`src/rtl/fetch_id.sv`:
```
// Fetch-to-decode pipeline register: a two-entry skid buffer whose ready output comes only from registers.
// Optional FETCH_ID_PERF_EN adds out_fire and stall event counters.
module fetch_id #(
    parameter int unsigned ADDR_WIDTH = 32,
    parameter int unsigned DATA_WIDTH = 32
) (
    input  logic                  clk,
    input  logic                  rst_n,
    input  logic                  flush,
    input  logic [ADDR_WIDTH-1:0] pc_in,
    input  logic [DATA_WIDTH-1:0] inst_in,
    input  logic                  prev_valid,
    output logic                  this_ready,
    input  logic                  next_ready,
    output logic                  this_valid,
    output logic [ADDR_WIDTH-1:0] pc_out,
    output logic [DATA_WIDTH-1:0] inst_out
`ifdef FETCH_ID_PERF_EN
    ,
    output logic [31:0]           perf_fire_cnt,
    output logic [31:0]           perf_stall_cnt
`endif
);

    typedef enum logic [1:0] {
        EMPTY = 2'd0,
        ONE   = 2'd1,
        TWO   = 2'd2
    } state_e;

    state_e                state_q;
    logic [ADDR_WIDTH-1:0] main_pc_q;
    logic [DATA_WIDTH-1:0] main_inst_q;
    logic [ADDR_WIDTH-1:0] skid_pc_q;
    logic [DATA_WIDTH-1:0] skid_inst_q;
    logic                  in_fire;
    logic                  out_fire;

    // Ready is taken from state alone so id backpressure never reaches fetch combinationally
    assign this_ready = (state_q != TWO);
    assign this_valid = (state_q != EMPTY);
    assign pc_out     = main_pc_q;
    assign inst_out   = main_inst_q;
    assign in_fire    = prev_valid & this_ready;
    assign out_fire   = this_valid & next_ready;

    always_ff @(posedge clk or negedge rst_n) begin
        if (!rst_n) begin
            state_q     <= EMPTY;
            main_pc_q   <= '0;
            main_inst_q <= '0;
            skid_pc_q   <= '0;
            skid_inst_q <= '0;
        end else if (flush) begin
            // Redirect drops every held entry; data registers keep stale values
            state_q <= EMPTY;
        end else begin
            case (state_q)
                EMPTY: begin
                    if (in_fire) begin
                        state_q     <= ONE;
                        main_pc_q   <= pc_in;
                        main_inst_q <= inst_in;
                    end
                end
                ONE: begin
                    if (in_fire && out_fire) begin
                        main_pc_q   <= pc_in;
                        main_inst_q <= inst_in;
                    end else if (in_fire) begin
                        state_q     <= TWO;
                        skid_pc_q   <= pc_in;
                        skid_inst_q <= inst_in;
                    end else if (out_fire) begin
                        state_q <= EMPTY;
                    end
                end
                TWO: begin
                    if (out_fire) begin
                        state_q     <= ONE;
                        main_pc_q   <= skid_pc_q;
                        main_inst_q <= skid_inst_q;
                    end
                end
                default: state_q <= EMPTY;
            endcase
        end
    end

`ifdef FETCH_ID_PERF_EN
    logic [31:0] perf_fire_cnt_q;
    logic [31:0] perf_stall_cnt_q;

    // Event counters survive flush and wrap naturally
    always_ff @(posedge clk or negedge rst_n) begin
        if (!rst_n) begin
            perf_fire_cnt_q  <= '0;
            perf_stall_cnt_q <= '0;
        end else begin
            if (out_fire) begin
                perf_fire_cnt_q <= perf_fire_cnt_q + 32'd1;
            end
            if (this_valid && !next_ready) begin
                perf_stall_cnt_q <= perf_stall_cnt_q + 32'd1;
            end
        end
    end

    assign perf_fire_cnt  = perf_fire_cnt_q;
    assign perf_stall_cnt = perf_stall_cnt_q;
`endif

endmodule

```
`config.mk`:
```
export PLATFORM = sky130hd
export DESIGN_NAME = fetch_id
export DESIGN_NICKNAME = d
export VERILOG_FILES = /design/src/rtl/fetch_id.sv
export SDC_FILE = /design/constraint.sdc
export NUM_CORES = 1
export LEC_CHECK = 0
export BUFFER_PORTS_ARGS = -buffer_cell sky130_fd_sc_hd__buf_2
export CELL_PAD_IN_SITES_DETAIL_PLACEMENT = 1
export CELL_PAD_IN_SITES_GLOBAL_PLACEMENT = 2
export CORE_ASPECT_RATIO = 1.4
export CORE_UTILIZATION = 23
export CTS_CLUSTER_DIAMETER = 200
export DETAILED_ROUTE_END_ITERATION = 12
export HOLD_SLACK_MARGIN = 0.12
export PLACE_DENSITY_LB_ADDON = 0.1
export RECOVER_POWER = 25
export SLEW_MARGIN = 20
export SYNTH_ARGS = -nofsm -noshare
export SYNTH_HDL_FRONTEND = slang
export SYNTH_SLANG_ARGS = --single-unit
```
`constraint.sdc`:
```
create_clock -name clk -period 3.47 [get_ports clk]
set_clock_uncertainty 0.05 [all_clocks]
set_input_delay 0.347 -clock clk [delete_from_list [all_inputs] [get_ports clk]]
set_output_delay 0.347 -clock clk [all_outputs]
set_load 0.1 [all_outputs]
```
==> flow_summary.ini, run 1 <==
[outcome]
outcome = complete, but fails checks
failed_checks = capacitance limit, slew limit

[clock_tree]
htree_levels = 4
cts.repair.resized = 0
cts.sinks = 130
cts_buffer_depth = 2
clock_latency_ps = 410
ctsRootBufferMaster = clkbuf_16
cts_tree = yes
cts_setup_buffers = 0
hold_buffers = 45
cts-buffers-inserted = 17
clk_pin_slew_ps = 50

[floorplan]
die_w_um = 135
die_h_um = 189
dieArea_um2 = 25500
start_util_pct = 23.7
io_pins = 135
rows = 67
design.core.area_um2 = 24100

[timing]
setup-tns-final_ps = 0
fin_crit_sh_pct = 66.7
slew_headroom_pct = -18.9
max_freq_mhz = 432
rsz0062_at_grt = no
setup_violations = 0
worstMarginPinSlew_ps = 1780
hold_violations = 0
drv_slew = 66
period_needed_ps = 2320

[logic_synthesis]
synth_nets = 427
synth.avg_cell_area_um2 = 16.0
synth_area_leaders = dfrtp_1 (57%), mux2_2 (36%), buf_6 (2.8%)
syn_area_um2 = 5720
seq_area_frac_synth_pct = 56.9
yosysTopAreaCell = dfrtp_1
ys_top_cells_by_count = mux2_2 (185), dfrtp_1 (130), buf_6 (14)
synthCells = 358
async_flop_share_pct = 100
ys_types = 20
synth_warnings = 0
synth.top_cell.area_share_pct = 56.9
synth-seq-cells = 130
synth_most_common_cell = mux2_2
synth_enable_flop_cells = 0
ys.flop_type = dfrtp_1

[worst_setup_path]
crit_path_end_kind = flop
crit_fanout = 43
crit_type = in2reg
worst_setup_path_start_kind = input port
arrival_ps = 2560
required_ps = 3710

[grt]
grt_pass1_wl_um = 22600
grt_overflow = 0
first_global_vias = 4135
track_usage_pct = 11.9
grt_max_degree = 67
grt_antenna_before_repair = 1

[drt]
drt-initial-drc-count = 52
wl_um = 13900
drc_errors = 0
vias = 3625
wl_per_cell_um = 16.1
drtPass1Iterations = 4
ant_nets = 0
viasPerCell = 4.20

[placement]
dp_cells = 789
gp_congestion = 0.672
hpwl_um = 8890
portBuffers = 134

[power]
swShare_pct = 39.3
seqPwrFrac_pct = 35.7
combPwrFrac_pct = 33.2
leakage_uw = 0.00333
p_sw_uw = 2270
clkPwrFrac_pct = 31.0
p_int_uw = 3510
max-vdd-ir-drop_mv = 0.352
power_density_nw_per_um2 = 754
power_uw = 5780

[layout]
fin_cells = 864
layout-drive-gt1-share_pct = 61.9
nFillCells = 2625
fin_nets = 612
area.growth.synth_to_final_pct = 34.2
n_antenna_cell = 0

[hold_path]
hold_class = in2reg

[run]
drv_cap = 1
metrics by stage:
step / utilization [%] / setup slack, ps / hold WS, ps / cell area [um2]
detailed placement: 27.6 / 1330 / 427 / 6660
finish: 31.8 / 1150 / 139 / 7670
global route: 31.8 / 1030 / 130 / 7670
global placement: 27.6 / 1380 / 416 / 6660
floorplan: - / 1610 / 1.41 / 5720
CTS: 31.9 / 1110 / 120 / 7690
sequential cells by signal, indices dropped and copies added (netlist names):
register     cells
inst_out        32
pc_out          32
skid_inst_q     32
skid_pc_q       32
state_q          2
cell usage in the layout (no fill, tap or decap), drive strengths merged:
cell type	Yosys	final
nand2	2	2
nand2b	1	1
inv	1	1
nand3b	1	1
dlygate4sd3	0	45
o22a	1	1
dfrtp	130	130
nor3b	1	1
buf	20	125
clkbuf	0	37
mux2	192	192
clkinvlp	0	1
clkinv	0	5
a21oi	3	3
nor3	1	1
or2	1	1
nor2	1	1
bufinv	0	3
nor2b	2	2
o21a	1	1
worst paths after layout:
kind / slack (ps) / depth (start not counted) / to / start
worst max-delay path: 1150 / 7 / pc_out[16] / next_ready
worst min-delay path: 140 / 2 / skid_inst_q[1] / inst_in[1]
worst max register to register: 1400 / 5 / pc_out[16] / state_q[1]
worst min register to register: 440 / 1 / inst_out[31] / inst_out[31]
max in group asynchronous: 1350 / 3 / skid_inst_q[22] / rst_n
min in group asynchronous: 850 / 2 / skid_pc_q[11] / rst_n
worst max-delay path, cell delays in order:
cell and delay (ps):
dlygate4sd3_1 540, clkbuf_1 200, nand2b_1 200, nand2_1 110, a21oi_4 160, buf_4 560, mux2_2 420
layout make-up:
cell class              instances  area, um2  area share [%]
inverters                       1       3.75          0.0489
well taps                     310        388            5.06
clock inverters                 9        134            1.74
clock buffers                  21        450            5.87
repair buffers                186       1170            15.2
flip-flops and latches        130       3250            42.4
multi-input cells             207       2280            29.7
per-layer routing:
| metal | part of all wire [%] | routed length, um | vias up | global-route usage (%) |
|---|---|---|---|---|
| met5 | 0.093 | 13 | - | 0 |
| met4 | 1.7 | 233 | 2 | 5.45 |
| li1 | - | - | 1659 | - |
| met2 | 53 | 7330 | 83 | 20.4 |
| met1 | 41 | 5650 | 1863 | 13.5 |
| met3 | 5.1 | 708 | 18 | 3.47 |
cells by family (layout without fill, tap and decap cells):
kind of cell    count (synthesis)  after routing  share of synthesized area, %
mux                           192            192                          37.8
compound gates                  5              5                         0.744
flops                         130            130                          56.9
buf+inv                        21            217                          3.48
simple gates                   10             10                          1.03
power by group through the flow:
stage               clock network [uW]  logic (uW)  registers, uW
floorplan                            0         444           3180
global placement                     0        1890           2070
detailed placement                   0        1920           2100
CTS                               1860        1960           2070
global route                      1930        2010           2120
finish                            1790        1920           2070
No activity file was read; power rests on OpenSTA's default activity.
==> run 2: changes to the inputs <==
==> constraint.sdc (replaced) <==
create_clock -name clk -period 2.3 [get_ports clk]
set_clock_uncertainty 0.05 [all_clocks]
set_input_delay 0.23 -clock clk [delete_from_list [all_inputs] [get_ports clk]]
set_output_delay 0.23 -clock clk [all_outputs]
set_load 0.1 [all_outputs]
==> run 2 against run 1 <==
  * The flow now finishes without violations
  * Sequential power up 51%
  * Critical path depth decreased by 3
  * Via count rose by 1.8%
  * Worst hold slack gained 54 ps
  * Non-clock buffer count grew 23
  * Routed wire length is essentially flat
  * Highest routed layer is now met4
==> flow_summary.ini, run 2 (synthesis results as in run 1) <==
[grt]
grt_pass1_wl_um = 22500
first_global_vias = 4170
grt_overflow = 0
grt_antenna_before_repair = 0
track_usage_pct = 11.8
grt_max_degree = 131

[floorplan]
dieArea_um2 = 25500
die_w_um = 135
design.core.area_um2 = 24100
die_h_um = 189
start_util_pct = 23.7
rows = 67
io_pins = 135

[timing]
finalHoldWorstSlack_ps = 193
max_freq_mhz = 497
drv_slew = 0
worstMarginPinSlew_ps = 1280
rsz0062_at_grt = no
hold_violations = 0
setup_violations = 0
setup-tns-final_ps = 0
fin_crit_sh_pct = 87.5
slew_headroom_pct = 14.7
period_needed_ps = 2010

[worst_setup_path]
crit_path_end_kind = primary output
path_buf_inv = 3
arrival_ps = 1730
cp_top_family = buffers and inverters
startpoint = state_q[1]
path_cells = nor2b_4 > buf_12 > inv_1 > buf_2
worst_setup_path_start_kind = flop
crit_fanout = 49
required_ps = 2020
r2r_start = state_q[1]
crit_type = reg2out
cp_slowest_cell = dfrtp_1
ff2ff_setup_slack_ps = 470
cpPeakStageDelay_ps = 430

[clock_tree]
htree_levels = 4
cts.sinks = 130
cts_setup_buffers = 0
ctsRootBufferMaster = clkbuf_16
cts-buffers-inserted = 17
cts_buffer_depth = 2
cts_tree = yes
clk_pin_slew_ps = 60
clock_latency_ps = 410

[layout]
fin_nets = 635
area.growth.synth_to_final_pct = 38.9
final_cell_mix = mux2_2 (185), buf_2 (133), dfrtp_1 (130)
n_antenna_cell = 0
layout-drive-gt1-share_pct = 62.1
final_common_cell = mux2_2
nFillCells = 2620

[drt]
drtPass1Iterations = 4
viasPerCell = 4.16
drt-initial-drc-count = 74
ant_nets = 0
wl_per_cell_um = 15.7
wl_met3_um = 576
top_layer = met4
vias = 3690
wl_met2_um = 7640
drc_errors = 0
met1_length_um = 5570
wl_um = 14000

[outcome]
outcome = completed

[run]
drv_cap = 0

[power]
leakage_uw = 0.00347
power_density_nw_per_um2 = 1080
max-vdd-ir-drop_mv = 0.513

[placement]
gp_congestion = 0.649
hpwl_um = 8810
portBuffers = 134

[hold_path]
min_from = prev_valid
hold_class = in2reg
==> run 2: cell types whose count changed in the layout (fill, tap and decap cells not counted), sizes merged <==
cell         change
dlygate4sd3     +23
buf             +15
bufinv           -2
clkbuf          -14
clkinv           +2
==> run 2: per-layer routing <==
layer / GRT usage [%] / up-vias
li1: - / 1696
met1: 13.4 / 1906
met2: 20.8 / 80
met3: 3.31 / 8
met4: 4.28 / 0
met5: 0 / -
==> run 2: cell type report <==
type	instances	area, um2	share of cell area (%)
inverters	1	3.75	0.0473
repair buffers	209	1470	18.5
well taps	310	388	4.88
flip-flops and latches	130	3250	41.0
clock buffers	22	464	5.85
multi-input cells	207	2280	28.7
clock inverters	9	83.8	1.06
==> run 2: repair_timing <==
item,4_1_cts,5_1_grt
resized for setup,0,0
hold endpoints to repair,201,0
endpoints found under the setup margin,0,0
hold buffers,68,0
==> run 2: path summary, 6_finish.rpt <==
path                                 to  cells past startpoint
min in group asynchronous    pc_out[11]                      3
max                          this_ready                      4
max in group asynchronous    state_q[1]                      3
max reg2reg                  state_q[1]                      5
min reg2reg                inst_out[31]                      1
min                          state_q[0]                      4
==> run 2: power breakdown <==
group	switching (uW)	internal, uW
registers	272	2840
logic	2170	779
clock network	998	1530
==> run 2: metrics by stage <==
stage | power (uW) | utilization (%) | instances | setup slack (ps) | cell area, um2
global placement | 6000 | 27.8 | 789 | 518 | 6720
detailed placement | 6070 | 27.8 | 789 | 449 | 6720
global route | 9020 | 32.9 | 888 | 145 | 7940
CTS | 8770 | 32.9 | 888 | 240 | 7950
finish | 8600 | 32.9 | 888 | 288 | 7940
floorplan | 5470 | - | 358 | 562 | 5720
==> run 2: worst register-to-register path: stages (launching register included) <==
cell and delay (ps):
dfrtp_1 430, nor2b_4 210, buf_4 290, a21oi_1 70, nor3_1 150, dlygate4sd3_1 570
